===== src/rtl/aes_key_pkg.sv =====
// Shared types and helpers for the AES key-schedule engine: FSM states,
// key-length geometry and the round-constant xtime step.
package aes_key_pkg;

    typedef enum logic [1:0] {IDLE, EMIT_KEY, EXPAND, DONE} state_e;

    typedef struct packed {
        int nk;
        int nr;
        int nwords;
    } key_cfg_t;

    localparam logic [7:0] RCON_INIT = 8'h01;
    localparam logic [7:0] RCON_POLY = 8'h1B;

    function automatic key_cfg_t key_cfg(input int key_len);
        key_cfg_t c;
        c.nk     = key_len / 32;
        c.nr     = c.nk + 6;
        c.nwords = 4 * (c.nr + 1);
        return c;
    endfunction

    function automatic logic [7:0] xtime(input logic [7:0] rc);
        return {rc[6:0], 1'b0} ^ (rc[7] ? RCON_POLY : 8'h00);
    endfunction

endpackage


===== src/rtl/aes_key_expander_if.sv =====
// Key-load and schedule-word stream between the key register file, the
// expander (master) and the round-key store (slave).
interface aes_key_expander_if #(
    parameter int KEY_LEN = 128
);
    logic               start;
    logic [KEY_LEN-1:0] key_in;
    logic               word_valid;
    logic               word_ready;
    logic [31:0]        word_out;
    logic [5:0]         word_idx;
    logic               busy;
    logic               done;

    modport master (
        input  start, key_in, word_ready,
        output word_valid, word_out, word_idx, busy, done
    );

    modport slave (
        output start, key_in, word_ready,
        input  word_valid, word_out, word_idx, busy, done
    );
endinterface


===== src/rtl/aes_sbox.sv =====
// Combinational AES forward S-box, one byte in, one byte out.
module aes_sbox (
    input  logic [7:0] in_i,
    output logic [7:0] out_o
);
    localparam logic [0:255][7:0] SBOX = {
        128'h637c777bf26b6fc53001672bfed7ab76,
        128'hca82c97dfa5947f0add4a2af9ca472c0,
        128'hb7fd9326363ff7cc34a5e5f171d83115,
        128'h04c723c31896059a071280e2eb27b275,
        128'h09832c1a1b6e5aa0523bd6b329e32f84,
        128'h53d100ed20fcb15b6acbbe394a4c58cf,
        128'hd0efaafb434d338545f9027f503c9fa8,
        128'h51a3408f929d38f5bcb6da2110fff3d2,
        128'hcd0c13ec5f974417c4a77e3d645d1973,
        128'h60814fdc222a908846eeb814de5e0bdb,
        128'he0323a0a4906245cc2d3ac629195e479,
        128'he7c8376d8dd54ea96c56f4ea657aae08,
        128'hba78252e1ca6b4c6e8dd741f4bbd8b8a,
        128'h703eb5664803f60e613557b986c11d9e,
        128'he1f8981169d98e949b1e87e9ce5528df,
        128'h8ca1890dbfe6426841992d0fb054bb16
    };

    assign out_o = SBOX[in_i];
endmodule


===== src/rtl/aes_key_expander.sv =====
// Sequential AES-128/192/256 key schedule: streams w[0]..w[NWORDS-1], one word
// per valid/ready transfer, deriving round constants with xtime.
module aes_key_expander
    import aes_key_pkg::*;
#(
    parameter int KEY_LEN = 128
) (
    input  logic clk,
    input  logic rst,
    aes_key_expander_if.master bus
);
    localparam key_cfg_t CFG    = key_cfg(KEY_LEN);
    localparam int       NK     = CFG.nk;
    localparam int       NWORDS = CFG.nwords;
    localparam int       IW     = $clog2(NK);

    if (KEY_LEN != 128 && KEY_LEN != 192 && KEY_LEN != 256) begin : g_bad_key_len
        $error("aes_key_expander: KEY_LEN must be 128, 192 or 256");
    end

    state_e      state_q, state_d;
    logic [31:0] win_q [NK];
    logic [31:0] win_d [NK];
    logic [31:0] out_q, out_d;
    logic [5:0]  idx_q, idx_d;
    logic [7:0]  rc_q, rc_d;
    logic [2:0]  cnt_q, cnt_d;
    logic        valid_q, valid_d;

    logic [31:0] temp, rot, sub_in, sub_out, mix, w_new;
    logic [IW-1:0] nxt;
    logic        xfer;

    for (genvar b = 0; b < 4; b++) begin : g_subword
        aes_sbox u_sbox (.in_i(sub_in[8*b +: 8]), .out_o(sub_out[8*b +: 8]));
    end

    // Window holds the last Nk words, oldest at [0]; cnt_q is (idx+1) mod Nk.
    always_comb begin
        temp   = win_q[NK-1];
        rot    = {temp[23:0], temp[31:24]};
        sub_in = (cnt_q == 3'd0) ? rot : temp;
        mix    = temp;
        if (cnt_q == 3'd0)
            mix = sub_out ^ {rc_q, 24'h0};
        else if (NK == 8 && cnt_q == 3'd4)
            mix = sub_out;
        w_new  = win_q[0] ^ mix;
    end

    always_comb begin
        state_d = state_q;
        win_d   = win_q;
        out_d   = out_q;
        idx_d   = idx_q;
        rc_d    = rc_q;
        cnt_d   = cnt_q;
        valid_d = valid_q;
        xfer    = valid_q & bus.word_ready;
        nxt     = idx_q[IW-1:0] + IW'(1);
        case (state_q)
            IDLE: begin
                if (bus.start) begin
                    for (int k = 0; k < NK; k++)
                        win_d[k] = bus.key_in[KEY_LEN-1-32*k -: 32];
                    out_d   = bus.key_in[KEY_LEN-1 -: 32];
                    idx_d   = 6'd0;
                    rc_d    = RCON_INIT;
                    cnt_d   = 3'd1;
                    valid_d = 1'b1;
                    state_d = EMIT_KEY;
                end
            end
            EMIT_KEY, EXPAND: begin
                if (xfer) begin
                    if (idx_q == 6'(NWORDS-1)) begin
                        valid_d = 1'b0;
                        state_d = DONE;
                    end else begin
                        idx_d = idx_q + 6'd1;
                        cnt_d = (cnt_q == 3'(NK-1)) ? 3'd0 : cnt_q + 3'd1;
                        if (state_q == EMIT_KEY && idx_q != 6'(NK-1)) begin
                            out_d = win_q[nxt];
                        end else begin
                            out_d = w_new;
                            for (int k = 0; k < NK-1; k++)
                                win_d[k] = win_q[k+1];
                            win_d[NK-1] = w_new;
                            if (cnt_q == 3'd0)
                                rc_d = xtime(rc_q);
                            state_d = EXPAND;
                        end
                    end
                end
            end
            DONE:    state_d = IDLE;
            default: state_d = IDLE;
        endcase
    end

    always_ff @(posedge clk) begin
        if (rst) begin
            state_q <= IDLE;
            out_q   <= 32'h0;
            idx_q   <= 6'd0;
            rc_q    <= RCON_INIT;
            cnt_q   <= 3'd0;
            valid_q <= 1'b0;
        end else begin
            state_q <= state_d;
            out_q   <= out_d;
            idx_q   <= idx_d;
            rc_q    <= rc_d;
            cnt_q   <= cnt_d;
            valid_q <= valid_d;
        end
    end

    // Key window is pure data and is always reloaded on start.
    always_ff @(posedge clk) begin
        win_q <= win_d;
    end

    assign bus.word_valid = valid_q;
    assign bus.word_out   = out_q;
    assign bus.word_idx   = idx_q;
    assign bus.busy       = (state_q == EMIT_KEY) || (state_q == EXPAND);
    assign bus.done       = (state_q == DONE);
endmodule


===== src/flat_wrapper.sv =====
// flat-port wrapper written by rule: the top's interface ports become plain ports
module aes_key_expander_flat import aes_key_pkg::*;
#(
    parameter int KEY_LEN = 128
)
  (clk, rst, bus_start, bus_key_in, bus_word_ready, bus_word_valid, bus_word_out, bus_word_idx, bus_busy, bus_done);
  aes_key_expander_if #(.KEY_LEN(KEY_LEN)) bus_i ();
  input  logic clk;
  input  logic rst;
  input wire logic [$bits(bus_i.start)-1:0] bus_start;
  input wire logic [$bits(bus_i.key_in)-1:0] bus_key_in;
  input wire logic [$bits(bus_i.word_ready)-1:0] bus_word_ready;
  output wire logic [$bits(bus_i.word_valid)-1:0] bus_word_valid;
  output wire logic [$bits(bus_i.word_out)-1:0] bus_word_out;
  output wire logic [$bits(bus_i.word_idx)-1:0] bus_word_idx;
  output wire logic [$bits(bus_i.busy)-1:0] bus_busy;
  output wire logic [$bits(bus_i.done)-1:0] bus_done;
  assign bus_i.start = bus_start;
  assign bus_i.key_in = bus_key_in;
  assign bus_i.word_ready = bus_word_ready;
  assign bus_word_valid = bus_i.word_valid;
  assign bus_word_out = bus_i.word_out;
  assign bus_word_idx = bus_i.word_idx;
  assign bus_busy = bus_i.busy;
  assign bus_done = bus_i.done;
  aes_key_expander #(.KEY_LEN(KEY_LEN)) u_core (.clk(clk), .rst(rst), .bus(bus_i));
endmodule

===== config.mk =====
export PLATFORM = sky130hd
export DESIGN_NAME = aes_key_expander_flat
export DESIGN_NICKNAME = d
export VERILOG_FILES = /design/src/rtl/aes_key_pkg.sv /design/src/rtl/aes_key_expander_if.sv /design/src/rtl/aes_sbox.sv /design/src/rtl/aes_key_expander.sv /design/src/flat_wrapper.sv
export SDC_FILE = /design/constraint.sdc
export NUM_CORES = 1
export LEC_CHECK = 0
export ABC_CLOCK_PERIOD_IN_PS = 10400
export CORE_MARGIN = 2
export CORE_UTILIZATION = 35
export CTS_BUF_LIST = sky130_fd_sc_hd__clkbuf_16
export CTS_CLUSTER_SIZE = 16
export DETAILED_ROUTE_END_ITERATION = 8
export PLACE_DENSITY_LB_ADDON = 0.1
export SYNTH_ARGS = -nofsm -noshare
export SYNTH_HDL_FRONTEND = slang
export SYNTH_SLANG_ARGS = --single-unit

===== constraint.sdc =====
create_clock -name clk -period 10.4 [get_ports clk]
set_input_delay 1.56 -clock clk [delete_from_list [all_inputs] [get_ports clk]]
set_output_delay 1.56 -clock clk [all_outputs]
set_load 0.02 [all_outputs]

# Word-level counts from Yosys, hierarchy flattened

Memory sizes are Yosys's and may differ from the RTL's.
Cells that the tools add are included.
Widths: inputs -> output; s select.

Register bits after elaboration: 180
Bits in read-only memories: 8192
Input port bits: 132
Output and inout bits: 41
Logic and storage cells: 103
Memories kept: 4

Add/subtract/negate cells: 3
Magnitude comparators: 5
Eq/ne operators: 13
Mux-type cells: 48
Bitwise gates (word level): 9
Reduce and logical (&&, ||, !) cells: 11

Memory list:

| name             | words | width | rd ports | clocked after memory_dff | wr ports | line           | text |
|---|---|---|---|---|---|---|---|
| (name not given) | 256   | 8     | 1        | 0                        | 0        | aes_sbox.sv:25 | `assign out_o = SBOX[in_i];` |
| (name not given) | 256   | 8     | 1        | 0                        | 0        | aes_sbox.sv:25 |  |
| (name not given) | 256   | 8     | 1        | 0                        | 0        | aes_sbox.sv:25 |  |
| (name not given) | 256   | 8     | 1        | 0                        | 0        | aes_sbox.sv:25 |  |

Operator list:

| kind                | count |
|---|---|
| $mux 128            | 4 |
| $mux 32             | 8 |
| $pmux 128 s2        | 1 |
| $mux 8              | 13 |
| $bmux 32 s2         | 1 |
| $pmux 32 s2         | 1 |
| $xor 32x32->32      | 2 |
| $ge 9x9->1 const B  | 4 |
| $not 8->9           | 4 |
| $mux 6              | 3 |
| $pmux 8 s2          | 1 |
| $mux 3              | 4 |
| $pmux 6 s2          | 1 |
| $mux 2              | 4 |
| $reduce_and 4->1    | 2 |
| $xor 8x8->8         | 1 |
| $add 6x1->6 const B | 1 |
| $eq 6x6->1 const B  | 1 |
| $ne 2x1->1 const B  | 3 |
| $ne 2x2->1 const B  | 3 |
| $ne 6x2->1 const B  | 1 |
| $pmux 2 s3          | 1 |
| $pmux 3 s2          | 1 |
| $reduce_and 6->1    | 1 |
| other kinds (20)    | 23 |

# Depth between registers and ports, before layout

Depth in word-level cells: 13
Mapped depth: 21
Depth with buffers taken out: 16

# Hierarchy

A second synthesis with hierarchy kept.

Cell total of the unflattened synthesis: 2853
Area total of the unflattened synthesis: 22804.4 um^2

Modules (own cells, without submodules):

| module                                    | instances | cells an instance | area each (um^2) | sequential area each (um^2) |
|---|---|---|---|---|
| aes_key_expander                          | 1         | 801               | 9897.0           | 4884.7 |
| aes_sbox (u_core.g_subword[1].u_sbox ...) | 3         | 507               | 3179.3           | 0.0 |
| aes_sbox (u_core.g_subword[0].u_sbox)     | 1         | 531               | 3369.5           | 0.0 |

# Least setup slack after synthesis

OpenSTA, ideal clock, no wires.

Path kind: input port to flip-flop
From: in bus_word_ready
To: reg u_core.win_q (netlist bit u_core.temp[0]) (enable)
Setup time: 617 ps
Data arrival time: 7638 ps
Data required time: 9783 ps
Slack: 2145 ps
Stages on the path: 6
Cells stage by stage: nand3_1 > nor2_1 > o21ai_0 > clkbuf_1 > clkbuf_1 > nor2_1

Cells in the longest elaborated chain, start to end: 3

RTL lines:

| item                              | line                    | text |
|---|---|---|
| start: declaration                | flat_wrapper.sv:12      | `input wire logic [$bits(bus_i.word_ready)-1:0] bus_word_ready;` |
| $and 1x1->1                       | aes_key_expander.sv:59  | `xfer = valid_q & bus.word_ready;` |
| $ne 2x1->1 (no source line)       | --                      |  |
| $reduce_and 5->1 (no source line) | --                      |  |
| end signal: assignment            | aes_key_expander.sv:121 | `win_q <= win_d;` |
| end: declaration                  | aes_key_expander.sv:22  | `logic [31:0] win_q [NK];` |

No other way between the ends.
A chain may end at the register's enable or synchronous reset.

==> reports/results.tsv <==
metric	value	unit
Port Buffers	172	
CTS tree	yes	
Starting Density	0.352	
Setup Skew	26.8	ps
synth top area cells	edfxtp_1 15%, mux2_2 5.7%, a21oi_1 4.7%, nand2_1 4.3%, dfxtp_1 4.2%	
Core Region	0.0711	mm2
Yosys warning total	0	
Die Y	271	um
Die ar.	0.0736	mm2
Slew Limit Fails	0	
largest net degree at the start of global routing	76	
insertion delay to the later sink of the worst-skew pair	490	ps
per-cell routed wire length	34.0	um
worst min-delay path class	register to register	
# IOs	173	
DP HPWL	94.1	mm
area grow syn2layout	10.5	%
post-CTS sizing	0	
# rows	98	
initial antenna violation count	3	
1st-pass router iterations	6	
vias in the first global route	27123	
number of routed nets with antenna violations	0	
Detailed Route WL	138	mm
Critical Path Sink Type	register	
Seq/Total Area, Yosys	0.195	
Via Count	29484	
Syn Area/Cell	7.83	um2
number of synthesized flops with an enable pin	128	
postcts setup bufs	0	
final cycle utilization of the critical path	0.681	
#FFs+latches synth	180	
H-tree depth	4	
RSZ-0062 raised after global routing	no	
Synth top area share	0.154	
Final min period	7090	ps
Iteration-0 DRC Markers	5150	
Placer Congestion	0.995	
top post-synthesis cells by count	289 x nand2_1, 274 x nor2_1, 234 x a21oi_1	
Setup CP Type	register to register	
WP data arrival	7280	ps
Worst path max stage delay	770	ps
Critical-path top delay cell	ha_1	
top-count cell post-synth	nand2_1	
FF/Latch Area	0.00489	mm2
Nets	3290	
Clock transition at path regs	80	ps
Final setup viols	0	
Root Driver	clkbuf_16	
final hold violations	0	
Fillers	7370	
CP startpoint kind	register	
area occupied by multi-input gates	0.0183	mm2
status	finished, final reports clean	
Die W	271	um
Netlist cell types	108	
setup TNS	0	ps
total global routing overflow	0	
via/cell ratio	7.25	
layout cells sized above 1	0.131	
most used cell, CP	a211oi_1	
Total Routing Usage GR	0.361	
clock sinks	180	
CTS Hold Bufs	0	
worst-margin pin slew	1290	ps
CP Max Fanout	53	
Synth area leader	edfxtp_1	
max frequency	141	MHz
Synth Instances	3196	
Slew headroom	0.137	
ys async rst share	0	
DR DRC count	0	
Max-Cap Viols	0	
CP Data Required Time	10590	ps
CTS Buffer Depth	2	
prevailing post-synth register cell	edfxtp_1	
Num CTS Buffers	17	
Post-Synthesis Cell Area	0.0250	mm2
critical path cell sequence	inv_1, ha_1, nand2b_4, buf_4, mux2_4, inv_2, ha_1, inv_1, a211oi_1, a211oi_1, a211oi_1, nor3_1, or4_1, a31oi_1, a21oi_1, xnor2_1, a21oi_1	
global-route wire length before repair	200	mm
Synthesized Nets	3384	
==> metrics by stage <==
step	hold WS (ps)	utilization	worst slack [ps]	area, um2	cells
2_1_floorplan	449	-	2140	25000	3196
3_3_place_gp	471	0.380	3580	27000	4033
3_5_place_dp	471	0.380	3440	27000	4033
4_1_cts	481	0.389	3450	27600	4065
5_1_grt	511	0.389	2980	27600	4065
6_report	489	0.389	3310	27600	4068
==> worst paths after layout <==
path	from	slack (ps)	cells after the start	endpoint
hold / removal	u_core.cnt_q[1]	490	2	u_core.cnt_q[1]
setup / recovery	u_core.cnt_q[0]	3310	17	u_core.temp[7]
hold reg to reg	u_core.cnt_q[1]	490	2	u_core.cnt_q[1]
setup reg to reg	u_core.cnt_q[0]	3310	17	u_core.temp[7]
==> cells by family (layout without fill, tap and decap cells) <==
| group | Yosys count | in the layout | share of synthesized area |
|---|---|---|---|
| DFF | 180 | 180 | 0.195 |
| xor gates and xnor gates | 59 | 59 | 0.0210 |
| adders and majority gates | 56 | 56 | 0.0280 |
| and+or+nand+nor | 921 | 921 | 0.170 |
| muxes | 257 | 257 | 0.134 |
| AOI/OAI and AO/OA | 1279 | 1279 | 0.369 |
| buffers and inverters | 444 | 363 | 0.0826 |
| other | 0 | 3 | 0 |
==> sequential cells by signal (all words and copies together) (netlist names) <==
signal,count
u_core.temp,32
u_core.state_q,2
u_core.bus.word_out,32
u_core.cnt_q,3
u_core.rc_q,8
u_core.bus.word_idx,6
u_core.bus.word_valid,1
u_core.win_q,96
==> placed cells by master, fill, tap and decap left out, drive strengths merged, types with 17 or more instances in the layout <==
cell and count:
a2111oi 38, a211o 28, a211oi 119, a21oi 245, a221o 18, a221oi 50, a22oi 18, a311oi 51
a31oi 68, and2 22, buf 100, clkbuf 18, clkdlybuf4s50 171, dfxtp 52, edfxtp 128, ha 56
inv 64, mux2 133, mux2i 80, mux4 44, nand2 291, nand2b 21, nand3 99, nand4 17
nor2 275, nor2b 18, nor3 90, o211ai 112, o21ai 202, o221ai 46, o22ai 35, o311ai 45
o31ai 30, or3 22, xnor2 31, xor2 28
==> layout make-up <==
type | count | share of cell area
clock inverters | 14 | 0.00570
diodes | 3 | 0.000272
clock buffers | 18 | 0.0163
multi-input cells | 2572 | 0.661
flip-flops and latches | 180 | 0.177
inverters | 60 | 0.00815
repair buffers | 271 | 0.0890
well taps | 950 | 0.0430
==> routing by layer <==
metal	wire, um	share of wire	GRT usage	vias up
met2	59800	0.43	0.542	2026
met5	0	0	0	-
met1	59200	0.43	0.506	14743
met4	6530	0.047	0.144	0
li1	-	-	-	12360
met3	12900	0.094	0.0678	355
==> critical path: cells and delay by family (launching register included) <==
kind,cells,cell delay [ps]
multiplexers,1,470
AO/OA/AOI/OAI,6,1670
buffers and inverters,4,1410
XOR/XNOR,1,190
flip-flops,1,330
adder cells (fa/ha/maj),2,1360
AND/OR/NAND/NOR,3,1290
Power is left out: the tool's default activity adds up to more than one toggle a clock period on the data nets, which glitch-free logic cannot reach.
